## config.mk

```make
export PLATFORM = sky130hd
export DESIGN_NAME = ifu_fetch
export DESIGN_NICKNAME = d
export VERILOG_FILES = /design/src/rtl/ifu_fetch.sv
export SDC_FILE = /design/constraint.sdc
export NUM_CORES = 1
export LEC_CHECK = 0
export BUFFER_PORTS_ARGS = -buffer_cell sky130_fd_sc_hd__buf_2
export CAP_MARGIN = 30
export CORE_MARGIN = 2
export CORE_UTILIZATION = 47
export DETAILED_ROUTE_END_ITERATION = 10
export GPL_ROUTABILITY_DRIVEN = 0
export GPL_TIMING_DRIVEN = 0
export PLACE_DENSITY = 0.86
export SETUP_SLACK_MARGIN = 0.05
export SLEW_MARGIN = 20
export SYNTH_ARGS = -nofsm -noshare
export SYNTH_HDL_FRONTEND = slang
export SYNTH_SLANG_ARGS = --single-unit
```

## constraint.sdc

```tcl
create_clock -name clk -period 3.1 [get_ports clk]
set_input_delay 0.31 -clock clk [delete_from_list [all_inputs] [get_ports clk]]
set_output_delay 0.31 -clock clk [all_outputs]
set_load 0.005 [all_outputs]
```

## src/rtl/ifu_fetch.sv

```systemverilog
// Instruction fetch unit: holds the PC, fetches one word over an AXI-lite-style
// read channel, hands {inst, pc, snpc} to decode and waits for write-back's next PC.
module ifu_fetch #(
    parameter logic [31:0] RESET_PC = 32'h8000_0000
) (
    input  logic        clk,
    input  logic        rst,
    output logic [31:0] araddr,
    output logic        arvalid,
    input  logic        arready,
    input  logic [31:0] rdata,
    input  logic [1:0]  rresp,
    input  logic        rvalid,
    output logic        rready,
    output logic [31:0] instF,
    output logic [31:0] pcF,
    output logic [31:0] snpcF,
    output logic        fetch_err,
    output logic        m_valid,
    input  logic        m_ready,
    input  logic        s_valid,
    output logic        s_ready,
    input  logic [31:0] dnpc
);

    typedef enum logic [1:0] {REQ, WAIT_R, OUT, WAIT_NPC} state_t;

    state_t      state_q;
    logic [31:0] pc_q;
    logic [31:0] inst_q;
    logic        err_q;
    logic        aligned;

    assign aligned = (pc_q[1:0] == 2'b00);

    always_ff @(posedge clk) begin
        if (rst) begin
            state_q <= REQ;
            pc_q    <= RESET_PC;
            inst_q  <= 32'h0;
            err_q   <= 1'b0;
        end else begin
            case (state_q)
                REQ: begin
                    // A misaligned PC never reaches the bus; it is reported as a faulty bundle.
                    if (!aligned) begin
                        err_q   <= 1'b1;
                        inst_q  <= 32'h0;
                        state_q <= OUT;
                    end else if (arready) begin
                        state_q <= WAIT_R;
                    end
                end
                WAIT_R: begin
                    if (rvalid) begin
                        inst_q  <= rdata;
                        err_q   <= (rresp != 2'b00);
                        state_q <= OUT;
                    end
                end
                OUT: begin
                    if (m_ready) state_q <= WAIT_NPC;
                end
                WAIT_NPC: begin
                    if (s_valid) begin
                        pc_q    <= dnpc;
                        state_q <= REQ;
                    end
                end
                default: state_q <= REQ;
            endcase
        end
    end

    // Handshake strobes come from state alone; reset only masks them during the reset cycle.
    assign arvalid   = !rst && (state_q == REQ) && aligned;
    assign rready    = !rst && (state_q == WAIT_R);
    assign m_valid   = !rst && (state_q == OUT);
    assign s_ready   = !rst && (state_q == WAIT_NPC);

    assign araddr    = pc_q;
    assign instF     = inst_q;
    assign pcF       = pc_q;
    assign snpcF     = pc_q + 32'd4;
    assign fetch_err = err_q;

endmodule

```

## Word-level counts from Yosys, hierarchy flattened

Cells that the tools add are included.

| operators by class | value |
|---|---|
| reductions and logical operators | 13 |
| $add $sub $neg | 1 |
| equal/unequal tests | 8 |
| mux-type cells | 12 |

Operators with widths:

| cell | number |
|---|---|
| 32-bit 2-to-1 mux | 2 |
| 32-bit case mux with 2 select lines | 1 |
| 32-bit by 3-bit adder with 32-bit output, second input constant | 1 |
| 2-bit 2-to-1 mux | 5 |
| 2-bit != test, second input constant | 4 |
| 2-bit case mux with 4 select lines | 1 |
| 1-bit logical AND | 5 |
| 2-bit == test, second input constant | 2 |
| 2-bit logical NOT | 2 |
| 4-bit AND reduction | 1 |
| 2-bit nonzero test | 2 |
| 3-bit != test, second input constant | 1 |
| 3-bit AND reduction | 1 |
| 2-bit by 1-bit == test with 1-bit output, second input constant | 1 |
| 1-bit 2-to-1 mux | 2 |
| 1-bit case mux with 2 select lines | 1 |
| 2-bit AND reduction | 1 |
| 1-bit logical NOT | 1 |

| word-level totals | value |
|---|---|
| bits in registers | 67 |
| input bits | 72 |
| output and inout bits | 133 |
| word-level logic and storage cells | 38 |

## Longest topological paths before layout

| depth | value |
|---|---|
| depth in word-level cells | 3 |
| gate-level depth with buffers | 8 |
| depth with buffers taken out | 6 |

## Least setup slack after synthesis

No wires, ideal clock.

| path | value |
|---|---|
| kind | flip-flop to output port |
| start | reg pc_q[5], in the netlist araddr[5] |
| end | out snpcF[27] |
| data arrival time | 1.660 ns |
| setup slack | 1.130 ns |
| buffers on the path | 1 |
| required time | 2.790 ns |
| stages on the path, launching flop included | 6 |
| cell sequence | dfxtp_1 nand4_2 or4_1 buf_2 nor3_1 xor2_1 |

| between the ends | value |
|---|---|
| cells in the longest elaborated chain, start to end | 1 |

Ends and longest elaborated chain:

| item | line | RTL |
|---|---|---|
| start: declaration | 29 | `logic [31:0] pc_q;` |
| start signal: assignment | 66 | `pc_q <= dnpc;` |
| 32-bit by 3-bit adder with 32-bit output | 84 | `assign snpcF = pc_q + 32'd4;` |
| end: declaration | 17 | `output logic [31:0] snpcF,` |

No other way between the ends.

## Final worst setup path

| path | value |
|---|---|
| start | reg pc_q[2], in the netlist araddr[2] |
| end | out snpcF[28] |

The elaborated chain is that of the path after synthesis.

==> results by group <==
Routing
  • Post-DR wirelength/cell: between 10 and 15 um
  • Met3 routed WL: a little over 800 um
  • Detail-routed via count per cell: approximately 5.1
  • Remaining antenna violation count after routing: 0
  • Top routing layer in use: met4
  • Violation count after the first detailed-route iteration: between 100 and 150
  • Final Routed Wirelength: around 10 mm
  • DRC: 0
  • Number of vias in the routed layout: around 3800
  • Met1 wire length: 4.333 mm
  • Number of iterations in the first detailed-routing pass: 4
  • Met2 layer wire length in the routed design: roughly 5 mm

CTS
  • TritonCTS clock tree: yes
  • Clock transition at the registers of the reported paths: about 70 ps
  • H-Tree Depth: 3
  • Number of buffers inserted by post-CTS setup repair: 0
  • Clock root buffer: sky130_fd_sc_hd__clkbuf_8
  • Num Clock Sinks: 67
  • Resize count post-CTS: 0
  • Maximum count of clock buffers along a single path: 2
  • Inserted Clock Buffers: 9
  • Number of buffers inserted by hold repair at cts: 0
  • Clock latency at the later pin of the worst-skew pair: 330 ps

Critical path
  • CP peak stage delay: slightly below 700 ps
  • Worst reg-to-reg path cell count: 8
  • Worst setup path class: flop to primary output
  • CP required: 2790 ps
  • Chain of cells forming the critical path: ha_1 -> nand2_1 -> nor4_2 -> nand3_1 -> xnor2_1 -> buf_2
  • Category of the worst setup path capture point: primary output
  • WP data arrival: roughly 2400 ps
  • Worst-path cell with the longest stage delay: sky130_fd_sc_hd__nor4_2
  • Worst Setup Start Kind: flop
  • Maximum fanout along the worst path: 8

Cells and area
  • Area occupied by multi-input gates: between 1500 and 2000 um^2
  • Post-layout nets: between 700 and 800
  • Most common cell after layout, fill and taps aside: sky130_fd_sc_hd__buf_2
  • Ant diodes: 0
  • Fraction of layout cells with a size suffix above 1: slightly below 40%
  • Number of fill cells: 572
  • Sequential cell area in the final layout: between 1000 and 1500 um^2
  • Most frequent cells in the layout: 206 x sky130_fd_sc_hd__buf_2, 106 x sky130_fd_sc_hd__nand2_1, 67 x sky130_fd_sc_hd__dfxtp_1, 65 x sky130_fd_sc_hd__a21oi_1, 37 x sky130_fd_sc_hd__nand4_1
  • Area growth syn-to-layout: 39.19%

Floorplanning
  • Row count: 30
  • Die Area: 7887 um^2
  • Chip height: a little under 90 um
  • Core Area: between 6000 and 7000 um^2
  • Number of placed I/O pins: around 210
  • Initial standard-cell utilization of the core: between 40% and 50%
  • Die Wd: 88.81 um

Global routing
  • Global-route wire length before repair: approximately 16 mm
  • Sum of overflow across all layers after global routing: 0
  • Initial antenna violation count: 0
  • Maximum number of pins on one net before global-route repair: 11
  • Via count of the first global-routing pass: roughly 3500
  • Overall global routing resource usage: 25.54%

STA
  • Final Hold Fails: 0
  • Rel. slew slack: roughly two fifths
  • Crit path time final: 2753 ps
  • Finish-stage setup viols: 0
  • Worst slew pin tran: approximately 900 ps
  • Clock Skews: 7.206 ps
  • Setup repair after global routing missed its margin: false
  • Final Cycle Share: between 80% and 90%
  • Fin. max-slew vios: 0
  • Setup TNS after final layout: 0 ps
  • Fmax achieved: around 360 MHz

Power and ir drop
  • Total power density per cell area: around 540 nW/um^2
  • Sequential Power Share: roughly two fifths
  • Leakage power summed over all cells: between 2 and 2.5 nW
  • Clock network fraction of total power: 28.6%
  • NetSw: ~910 uW
  • Cell internal power dissipation: between 1.5 and 2 mW
  • IR Drop Worst-Case VDD: roughly 0.5 mV
  • Post-layout power: between 2 and 3 mW
  • Share of total power in combinational logic: 32.2%
  • Sw Ratio: ~35%

Worst hold path
  • Number of stages on the worst hold path: 3
  • Class of the tightest hold or removal check: primary input to flop

Synthesis
  • Number of warnings printed during yosys synthesis: 0
  • Number of distinct library cells after synthesis: 32
  • Synthesized netlist net count: ~520
  • Cell count after synthesis: 438
  • Proportion of synthesized chip area in sequential cells: roughly two fifths
  • Post-Syn Area: around 3400 um^2
  • Post-Syn Area per Cell: between 7 and 8 um^2
  • Synthesized flop and latch total: between 60 and 70

Flow run
  • Max-cap viol count: 0

Placed design
  • Port Buffers: approximately 200
  • HPWL after DPL: roughly 7.9 mm

Run status
  • Outcome: complete, no violations
[power by group through the flow]
stage               clock [mW]  combinational (mW)  sequential, mW
floorplan                    0               0.512            1.01
CTS                      0.740               0.815            1.00
detailed placement           0               0.806            1.02
global route             0.777               0.911            1.01
global placement             0               0.783            1.02
finish                   0.731               0.824            1.00
[sequential cells by signal, indices dropped and copies added, names as in the netlist]
register / count
instF: 32
fetch_err: 1
state_q: 2
araddr: 32
[area by class of cell]
class                      instances  area share [%]
tap                               96           2.553
sequential                        67           28.50
multi-input combinational        300           34.86
inverter                           5          0.3988
clock buffer                      13           3.377
clock inverter                     2          0.7445
timing repair buffer             202           21.48
buffer                            66           8.083
[cells by family after synthesis]
logic type / Yosys count / synth area share, %
AO/OA/AOI/OAI: 69 / 10.62
XOR/XNOR: 28 / 7.254
adder cells (fa/ha/maj): 6 / 2.221
buffers and inverters: 71 / 11.81
flip-flops: 67 / 39.67
multiplexers: 2 / 0.5922
AND/OR/NAND/NOR: 195 / 27.83
[through the flow]
step | instances | area (um^2) | util [%] | setup slack, ps | hold slack (ps)
floorplan | 438 | 3381 | - | 1130 | 434.3
global placement | 736 | 4512 | 65.68 | 751.7 | 435.1
detailed placement | 736 | 4512 | 65.68 | 745.6 | 442.1
CTS | 751 | 4706 | 68.51 | 368.4 | 187.4
global route | 751 | 4706 | 68.51 | 174.6 | 195.2
finish | 751 | 4706 | 68.51 | 347.4 | 197.0
[Yosys cell counts]
master                     count  area [um^2]
sky130_fd_sc_hd__nor4_2        1        12.51
sky130_fd_sc_hd__or4_1         1        7.510
sky130_fd_sc_hd__and2_1        1        6.260
sky130_fd_sc_hd__or2_2         1        6.260
sky130_fd_sc_hd__or3b_2        1        8.760
sky130_fd_sc_hd__a21oi_1      65        325.3
sky130_fd_sc_hd__nand3b_1      2        15.01
sky130_fd_sc_hd__nand3_1      12        60.06
sky130_fd_sc_hd__mux2i_1       2        20.02
sky130_fd_sc_hd__buf_2         4        20.02
sky130_fd_sc_hd__nand2b_1      3        18.77
sky130_fd_sc_hd__inv_1         5        18.77
sky130_fd_sc_hd__nor3_2        1        10.01
sky130_fd_sc_hd__xor2_1       12        105.1
sky130_fd_sc_hd__clkbuf_1     25        93.84
sky130_fd_sc_hd__and4_1        4        35.03
sky130_fd_sc_hd__buf_4        34        255.2
sky130_fd_sc_hd__nand4_1      37        231.5
sky130_fd_sc_hd__ha_1          6        75.07
sky130_fd_sc_hd__a21o_1        1        7.510
sky130_fd_sc_hd__buf_1         3        11.26
sky130_fd_sc_hd__nand4_2       2        25.02
sky130_fd_sc_hd__xnor2_1      16        140.1
sky130_fd_sc_hd__dfxtp_1      67         1341
sky130_fd_sc_hd__and3_1        3        18.77
sky130_fd_sc_hd__o211ai_1      1        7.510
sky130_fd_sc_hd__o2111a_1      1        11.26
sky130_fd_sc_hd__nor2_1       13        48.80
sky130_fd_sc_hd__nor3_1        4        20.02
sky130_fd_sc_hd__a211oi_1      1        7.510
sky130_fd_sc_hd__nor2b_1       3        18.77
sky130_fd_sc_hd__nand2_1     106        397.9
[worst max-delay path: cells and delay by family, from the launching register on]
family | cells | cell delay [ps]
buf+inv | 1 | 140
flops | 1 | 480
xor+xnor | 1 | 200
simple gates | 3 | 970
fa+ha+maj | 1 | 330
[layer usage]
metal / GRT usage, % / up-vias
met5: 0 / -
met4: 9.504 / 0
met3: 6.250 / 16
met2: 45.32 / 152
met1: 29.60 / 1778
li1: - / 1873
[final timing paths]
path / from / to / slack [ps]
setup / recovery: araddr[2]$_SDFFE_PP0P_ / snpcF[28] / 350
hold / removal: dnpc[31] / araddr[31]$_SDFFE_PP1P_ / 200
setup reg to reg: state_q[0]$_SDFFE_PP0P_ / instF[25]$_SDFFE_PP0P_ / 920
hold reg to reg: instF[10]$_SDFFE_PP0P_ / instF[10]$_SDFFE_PP0P_ / 450
Power figures use the tool's default switching activity.
